`config.mk`:
```
export PLATFORM = sky130hd
export DESIGN_NAME = csi2_crc_check_ctrl
export DESIGN_NICKNAME = d
export VERILOG_FILES = /design/src/rtl/csi2_crc_pkg.sv /design/src/rtl/csi2_crc_calc.sv /design/src/rtl/csi2_crc_check_ctrl.sv
export SDC_FILE = /design/constraint.sdc
export NUM_CORES = 1
export LEC_CHECK = 0
export ABC_AREA = 1
export ABC_CLOCK_PERIOD_IN_PS = 1600
export CORE_UTILIZATION = 49
export DETAILED_ROUTE_END_ITERATION = 10
export GPL_TIMING_DRIVEN = 0
export MAX_ROUTING_LAYER = met4
export PLACE_DENSITY = 0.76
export SYNTH_ARGS = -nofsm -noshare
export SYNTH_HDL_FRONTEND = slang
export SYNTH_SLANG_ARGS = --single-unit
export TNS_END_PERCENT = 5
```
`constraint.sdc`:
```
create_clock -name clk_i -period 1.6 [get_ports clk_i]
set_input_delay 0.24 -clock clk_i [delete_from_list [all_inputs] [get_ports clk_i]]
set_output_delay 0.24 -clock clk_i [all_outputs]
set_load 0.01 [all_outputs]
```
`src/rtl/csi2_crc_pkg.sv`:
```
// Shared constants and state encoding for the CSI-2 payload CRC checker.
package csi2_crc_pkg;

  localparam logic [15:0] CSI2_CRC_POLY = 16'h1021;
  localparam logic [15:0] CSI2_CRC_INIT = 16'hFFFF;

  typedef logic [2:0] crc_ctrl_state_t;

  localparam crc_ctrl_state_t ST_IDLE    = 3'd0;
  localparam crc_ctrl_state_t ST_PAYLOAD = 3'd1;
  localparam crc_ctrl_state_t ST_CRC_LO  = 3'd2;
  localparam crc_ctrl_state_t ST_CRC_HI  = 3'd3;
  localparam crc_ctrl_state_t ST_REPORT  = 3'd4;

endpackage

```
`src/rtl/csi2_crc_calc.sv`:
```
// Generic byte-wide CRC engine with registered output, optional reflection and xorout.
module csi2_crc_calc #(
  parameter int                  CRC_SIZE   = 16,
  parameter int                  DATA_WIDTH = 8,
  parameter logic [CRC_SIZE-1:0] POLY       = 16'h1021,
  parameter string               REF_IN     = "TRUE",
  parameter string               REF_OUT    = "TRUE",
  parameter logic [CRC_SIZE-1:0] XOR_OUT    = '0
) (
  input  logic                  clk_i,
  input  logic                  rst_n_i,
  input  logic                  rst_i,
  input  logic                  soft_reset_i,
  input  logic [CRC_SIZE-1:0]   init_i,
  input  logic                  valid_i,
  input  logic [DATA_WIDTH-1:0] data_i,
  output logic [CRC_SIZE-1:0]   crc_o
);

  localparam bit REF_IN_B  = (REF_IN == "TRUE");
  localparam bit REF_OUT_B = (REF_OUT == "TRUE");

  logic [CRC_SIZE-1:0]   crc_q, crc_d;
  logic [CRC_SIZE-1:0]   crc_nxt;
  logic [CRC_SIZE-1:0]   crc_out;
  logic [DATA_WIDTH-1:0] data_ord;
  logic                  fb;

  // The register holds the non-reflected remainder; reflection is applied at the edges.
  always_comb begin
    data_ord = '0;
    for (int i = 0; i < DATA_WIDTH; i++)
      data_ord[i] = REF_IN_B ? data_i[DATA_WIDTH-1-i] : data_i[i];
    crc_nxt = crc_q;
    fb      = 1'b0;
    for (int i = DATA_WIDTH - 1; i >= 0; i--) begin
      fb      = crc_nxt[CRC_SIZE-1] ^ data_ord[i];
      crc_nxt = {crc_nxt[CRC_SIZE-2:0], 1'b0} ^ (fb ? POLY : '0);
    end
  end

  always_comb begin
    crc_d = crc_q;
    if (rst_i)             crc_d = '0;
    else if (soft_reset_i) crc_d = init_i;
    else if (valid_i)      crc_d = crc_nxt;
  end

  always_ff @(posedge clk_i or negedge rst_n_i) begin
    if (!rst_n_i) crc_q <= '0;
    else          crc_q <= crc_d;
  end

  always_comb begin
    crc_out = '0;
    for (int i = 0; i < CRC_SIZE; i++)
      crc_out[i] = REF_OUT_B ? crc_q[CRC_SIZE-1-i] : crc_q[i];
    crc_o = crc_out ^ XOR_OUT;
  end

endmodule

```
`src/rtl/csi2_crc_check_ctrl.sv`:
```
// Forwards a CSI-2 long-packet payload and checks its trailing CRC-16.
//  state   | meaning
//  IDLE    | waiting for a header, engine seeded on accept
//  PAYLOAD | pass-through of payload bytes into engine and downstream
//  CRC_LO  | capturing received CRC low byte
//  CRC_HI  | capturing received CRC high byte
//  REPORT  | one-cycle verdict, error counter update
module csi2_crc_check_ctrl
  import csi2_crc_pkg::*;
#(
  parameter int          WC_WIDTH  = 16,
  parameter int          CNT_WIDTH = 16,
  parameter logic [15:0] CRC_INIT  = CSI2_CRC_INIT
) (
  input  logic                 clk_i,
  input  logic                 rst_n_i,
  input  logic                 hdr_valid_i,
  output logic                 hdr_ready_o,
  input  logic [WC_WIDTH-1:0]  hdr_wc_i,
  input  logic                 s_valid_i,
  output logic                 s_ready_o,
  input  logic [7:0]           s_data_i,
  output logic                 m_valid_o,
  input  logic                 m_ready_i,
  output logic [7:0]           m_data_o,
  output logic                 m_last_o,
  output logic                 crc_done_o,
  output logic                 crc_err_o,
  output logic [15:0]          crc_calc_o,
  output logic [CNT_WIDTH-1:0] err_cnt_o
);

  localparam logic [WC_WIDTH-1:0]  WC_ONE  = WC_WIDTH'(1);
  localparam logic [CNT_WIDTH-1:0] CNT_ONE = CNT_WIDTH'(1);

  crc_ctrl_state_t      state_q, state_d;
  logic [WC_WIDTH-1:0]  remaining_q, remaining_d;
  logic [15:0]          rx_crc_q, rx_crc_d;
  logic [15:0]          crc_calc_q, crc_calc_d;
  logic [CNT_WIDTH-1:0] err_cnt_q, err_cnt_d;

  logic        in_payload;
  logic        hdr_hs;
  logic        pay_hs;
  logic        mismatch;
  logic [15:0] eng_crc;

  assign in_payload = (state_q == ST_PAYLOAD);
  assign hdr_hs     = (state_q == ST_IDLE) && hdr_valid_i;
  assign pay_hs     = in_payload && s_valid_i && m_ready_i;
  assign mismatch   = (rx_crc_q != eng_crc);

  csi2_crc_calc #(
    .CRC_SIZE   (16),
    .DATA_WIDTH (8),
    .POLY       (CSI2_CRC_POLY),
    .REF_IN     ("TRUE"),
    .REF_OUT    ("TRUE"),
    .XOR_OUT    (16'h0000)
  ) u_crc_calc (
    .clk_i        (clk_i),
    .rst_n_i      (rst_n_i),
    .rst_i        (1'b0),
    .soft_reset_i (hdr_hs),
    .init_i       (CRC_INIT),
    .valid_i      (pay_hs),
    .data_i       (s_data_i),
    .crc_o        (eng_crc)
  );

  always_comb begin
    state_d     = state_q;
    remaining_d = remaining_q;
    rx_crc_d    = rx_crc_q;
    crc_calc_d  = crc_calc_q;
    err_cnt_d   = err_cnt_q;
    case (state_q)
      ST_IDLE: begin
        if (hdr_valid_i) begin
          remaining_d = hdr_wc_i;
          state_d     = (hdr_wc_i != '0) ? ST_PAYLOAD : ST_CRC_LO;
        end
      end
      ST_PAYLOAD: begin
        if (pay_hs) begin
          remaining_d = remaining_q - WC_ONE;
          if (remaining_q == WC_ONE) state_d = ST_CRC_LO;
        end
      end
      ST_CRC_LO: begin
        if (s_valid_i) begin
          rx_crc_d[7:0] = s_data_i;
          state_d       = ST_CRC_HI;
        end
      end
      ST_CRC_HI: begin
        if (s_valid_i) begin
          rx_crc_d[15:8] = s_data_i;
          state_d        = ST_REPORT;
        end
      end
      ST_REPORT: begin
        crc_calc_d = eng_crc;
        if (mismatch && (err_cnt_q != '1)) err_cnt_d = err_cnt_q + CNT_ONE;
        state_d = ST_IDLE;
      end
      default: state_d = ST_IDLE;
    endcase
  end

  always_ff @(posedge clk_i or negedge rst_n_i) begin
    if (!rst_n_i) begin
      state_q     <= ST_IDLE;
      remaining_q <= '0;
      rx_crc_q    <= '0;
      crc_calc_q  <= '0;
      err_cnt_q   <= '0;
    end else begin
      state_q     <= state_d;
      remaining_q <= remaining_d;
      rx_crc_q    <= rx_crc_d;
      crc_calc_q  <= crc_calc_d;
      err_cnt_q   <= err_cnt_d;
    end
  end

  assign hdr_ready_o = (state_q == ST_IDLE);
  assign s_ready_o   = in_payload ? m_ready_i
                                  : ((state_q == ST_CRC_LO) || (state_q == ST_CRC_HI));
  assign m_valid_o   = in_payload && s_valid_i;
  assign m_data_o    = s_data_i;
  assign m_last_o    = in_payload && (remaining_q == WC_ONE);
  assign crc_done_o  = (state_q == ST_REPORT);
  assign crc_err_o   = (state_q == ST_REPORT) && mismatch;
  assign crc_calc_o  = crc_calc_q;
  assign err_cnt_o   = err_cnt_q;

endmodule
```
After elaboration in Yosys (flattened, before gate mapping). Cells that the tools add are included. Widths: inputs -> output; s select.

Bits in registers: 83. Input port bits: 29. Output and inout port bits: 46. Word-level logic and storage cells: 74.

Add/subtract/negate cells: 2. Equal/unequal tests: 12. Muxes and demuxes: 21. Bitwise gates (word level): 16. Reduce and logical (&&, ||, !) cells: 16.

Operators by type and width (number): $xor 16x16->16 (8); $mux 13 (8); $mux 16 (4); $pmux 16 s2 (1); $add 16x1->16 const B (1); $eq 16x1->1 const B (1); $ne 16x16->1 (1); $ne 16x16->1 const B (1); $reduce_bool 16->1 (1); $sub 16x1->16 const B (1); $mux 3 (5); $pmux 3 s4 (1); $xor 1x1->1 (8); $eq 3x2->1 const B (2); $logic_and 1x1->1 (6); $ne 2x2->1 const B (3); $reduce_and 2->1 (3); $reduce_and 5->1 (1); $ne 2x1->1 const B (2); $reduce_bool 2->1 (2); $eq 3x1->1 const B (1); $eq 3x3->1 const B (1); $logic_not 3->1 (1); $reduce_and 3->1 (1); other kinds (3) (3).

Depth between registers and ports, before layout.
Depth in word-level cells: 26. Mapped depth: 11. Depth with buffers taken out: 10.

By module. From an unflattened synthesis, not the netlist that was laid out.

Cells, all modules: 772. Area, all modules: 5281.3 um^2.

By module, submodules not included: csi2_crc_check_ctrl (instances 1, cells an instance 574, area an instance 4028.9 um^2, seq. area each 1676.6 um^2); csi2_crc_calc (instances 1, cells an instance 198, area an instance 1252.5 um^2, seq. area each 400.4 um^2).

Worst setup path before layout. Ideal clock, no wire load.

Kind: reg2reg. Start: register err_cnt_q[0] (netlist: err_cnt_o[0]). End: register err_cnt_q[10] (netlist: err_cnt_o[10]). Setup time: 0.118 ns. Arrival time: 1.556 ns. Data required time: 1.482 ns. Slack: -0.074 ns. Cell stages (with the launch flop): 10. Buffers on the path: 1. Clock period less this slack: 1.674 ns. Cells stage by stage: dfrtp_1 ha_1 nand2_2 nor2_4 nand2_4 nor3_4 nand2_4 buf_2 nand4_1 nand2_1.

Cells in the longest elaborated chain, start to end: 3. Elaborated cells between the ends (all ways): 4. Classes of those cells: add/sub (1); eq/ne (1); reduce/logical (2).

RTL lines: start: declaration (line csi2_crc_check_ctrl.sv:40) `logic [CNT_WIDTH-1:0] err_cnt_q, err_cnt_d;`; start signal: assignment (line csi2_crc_check_ctrl.sv:123) `err_cnt_q <= err_cnt_d;`; branches (longest 3 deep; another with $add 16x1->16).

Several ways; the timed one is not identified. A chain may end at the register's enable or synchronous reset.

Worst setup path after layout.
Start: register state_q[1]. End: output port crc_err_o.

Cells in the longest elaborated chain, start to end: 2.

RTL lines: start: declaration (line csi2_crc_check_ctrl.sv:36) `crc_ctrl_state_t state_q, state_d;`; start signal: assignment (line csi2_crc_check_ctrl.sv:119) `state_q <= state_d;`; $eq 3x3->1 (line csi2_crc_check_ctrl.sv:134) `assign crc_err_o = (state_q == ST_REPORT) && mismatch;`; $logic_and 1x1->1 (line csi2_crc_check_ctrl.sv:134); end: declaration (line csi2_crc_check_ctrl.sv:28) `output logic crc_err_o,`.

Every way passes these cells.

==> flow_summary.ini <==
[floorplanning]
die_x_um = 102
start_util_pct = 50.5
rows = 36
fp.coreArea_um2 = 9730
ioPinCount = 75
fp.dieH_um = 102
dieArea_um2 = 10400

[detailed_routing]
dr_wl_met3_um = 786
drt-met1-wl_mm = 5.95
antenna_left = 0
dr.pass1.iters = 5
highest_layer = met4
drt_iter0_drc = 347
routedWlPerCell_um = 14.3
routed-wl-met2_mm = 6.53
via_per_inst = 5.35
finalWirelength_mm = 13.6
drc = 0
vias = 5079

[grt]
grt_pass1_vias = 4635
grt_overflow_total = 0
antenna_found_initial = 0
grtUsageTotal_pct = 28.1
grt_pass1_wl_mm = 21.9
grt_max_degree = 43

[sta]
drv_slew = 0
slew_headroom_pct = 64.8
setup_violations = 44
skew_ns = 0.00846
tightest_slew_ns = 0.528
hold_viol = 0
min_period_ns = 1.88
max_freq_mhz = 531
min_period_over_period_pct = 118
tns_ns = -2.78
rsz0062_at_grt = true
fin_ws_ns = -0.285

[worst_setup_path]
crit_slowest_cell = dfrtp_1
path_buf_inv = 4
worstSetupPathType = flop to output pin
critPathMaxStageDelay_ns = 0.41
cp_max_fo = 10
worst-endpoint-required_ns = 1.36
critPathTopFamily = buffers and inverters
cp_common_cell = inv_2
end_kind = output pin
cp-start-kind = flop
arrival_ns = 1.64
crit_path_cell_trace = inv_2, nand2_4, nor2_4, inv_2, clkbuf_8, a21oi_2, buf_2

[clocking]
clk_pin_slew_ns = 0.08
clockRootBuffer = clkbuf_8
ctsHtreeMaxLevel = 3
cts_buffer_depth = 2
clock_latency_ns = 0.36
clock_sinks = 83
numCtsBuffers = 9
cts_tree = built

[logic_synthesis]
ys_ff_latch = 83
synthCells = 697
yosys.area.top_type = dfrtp_1
yosys-top-cells-area = dfrtp_1 42%, nand2_1 18%, inv_1 5.4%, nor2_1 5.3%, o21ai_0 3.7%
syn_nets = 729
synth_edf_count = 0
synth.most_common_cell = nand2_1
syn_avg_cell_area_um2 = 7.05
synthTopCellsByCount = 239 x nand2_1, 83 x dfrtp_1, 71 x inv_1, 69 x nor2_1, 36 x o21ai_0
yosys.area.top_type_share_pct = 42.2
synth.yosys.seq_area_share_pct = 42.2
async_flop_share_pct = 100
synth_ff_type = dfrtp_1
synth_cell_type_count = 35
yosysWarnings = 0
netlist_area_um2 = 4920

[outcome]
status = complete, but fails checks
violations = setup timing

[cells_and_area]
nets = 843
nFillCells = 846
layoutNonFillerInstCount = 949
area_growth_pct = 31.1
antenna_cells = 0
drive_gt1_share_pct = 18.0
final_core_util_pct = 66.3

[power]
ir_worst_vdd_mv = 0.750
leakage_nw = 3.40
finalPower_mw = 10.3
power_density_nw_per_um2 = 1600

[hold_path]
min_path_type = primary input to flop

[placement]
hpwl_mm = 9.46
gp_congestion = 0.961
placed_cells = 905
portBuffers = 74

[job]
drv_cap = 0
worst register-to-register path, delay by kind of cell (launching register included):
family / cells / cell delay (ns)
buffers and inverters: 3 / 0.45
and+or+nand+nor: 4 / 0.56
AOI/OAI and AO/OA: 1 / 0.20
DFF: 1 / 0.43
final timing paths:
path / from / slack (ns) / cells after the start / end
setup reg to reg: state_q[0] / -0.14 / 8 / u_crc_calc.crc_q[15]
max in group asynchronous: rst_n_i / 0.57 / 3 / u_crc_calc.crc_q[0]
hold reg to reg: crc_calc_o[6] / 0.49 / 2 / crc_calc_o[6]
min in group asynchronous: rst_n_i / 0.39 / 2 / err_cnt_o[6]
setup / recovery: state_q[1] / -0.28 / 7 / crc_err_o
hold / removal: s_data_i[5] / 0.33 / 3 / rx_crc_q[13]
per-layer routing:
| layer | vias to the layer above | GRT usage (%) |
|---|---|---|
| met5 | - | - |
| met4 | 0 | 11.6 |
| met3 | 36 | 3.97 |
| met2 | 221 | 43.3 |
| met1 | 2391 | 37.1 |
| li1 | 2431 | - |
layout by cell type (no fill, tap or decap), drive strengths merged, types with 2 or more instances in the layout:
| cell type | n |
|---|---|
| nor3 | 4 |
| clkdlybuf4s15 | 2 |
| o22ai | 10 |
| o21ai | 59 |
| nand3 | 28 |
| dlymetal6s2s | 10 |
| a22oi | 4 |
| nand2 | 245 |
| nor2 | 74 |
| clkdlybuf4s50 | 44 |
| dfrtp | 83 |
| nand4 | 26 |
| xor2 | 13 |
| buf | 45 |
| inv | 96 |
| a31oi | 3 |
| xnor2 | 6 |
| clkbuf | 26 |
| a21oi | 12 |
| dlygate4sd2 | 14 |
| ha | 3 |
| nor4 | 2 |
through the flow:
stage / setup slack, ns / hold slack, ns / instance area (um2)
floorplan: 0.0237 / -0.0556 / 4930
global placement: -3.02 / 0.473 / 5840
detailed placement: -0.718 / 0.255 / 5850
CTS: -0.257 / 0.316 / 6280
global route: -0.351 / 0.355 / 6450
finish: -0.285 / 0.332 / 6450
registers in the layout (all words and copies together) (netlist names):
| register | cells |
|---|---|
| err_cnt_o | 16 |
| rx_crc_q | 16 |
| state_q | 3 |
| crc_calc_o | 16 |
| u_crc_calc.crc_q | 16 |
| remaining_q | 16 |
cell type report:
| type | instances | area (um2) | share of cell area, % |
|---|---|---|---|
| repair buffers | 104 | 998 | 15.5 |
| clock inverters | 2 | 35.0 | 0.543 |
| clock buffers | 14 | 153 | 2.37 |
| flip-flops and latches | 83 | 2090 | 32.5 |
| plain buffers | 24 | 186 | 2.89 |
| inverters | 96 | 360 | 5.59 |
| multi-input cells | 493 | 2450 | 38.0 |
| well taps | 133 | 166 | 2.58 |
timing repair:
| item | in CTS | in global routing |
|---|---|---|
| pin swaps | 5 | 2 |
| hold buffers | 1 | 0 |
| endpoints found under the hold margin | 41 | 0 |
| buffers inserted | 16 | 12 |
| gates resized for setup | 81 | 32 |
| endpoints found under the setup margin | 91 | 80 |
logic make-up (layout without fill, tap and decap cells):
group	count (synthesis)	count (layout)	share of synthesized area (%)
AOI/OAI and AO/OA	90	90	9.80
xor gates and xnor gates	19	19	3.39
and+or+nand+nor	381	381	33.4
buffers and inverters	121	240	10.4
DFF	83	83	42.2
adders and majority gates	3	3	0.764
power breakdown:
group / switching [mW] / internal [mW] / leakage (nW)
logic: 2.93 / 2.19 / 2.33
registers: 0.746 / 2.94 / 0.979
clock network: 0.741 / 0.766 / 0.0947
total: 4.42 / 5.89 / 3.40
No activity file was read; power rests on OpenSTA's default activity.
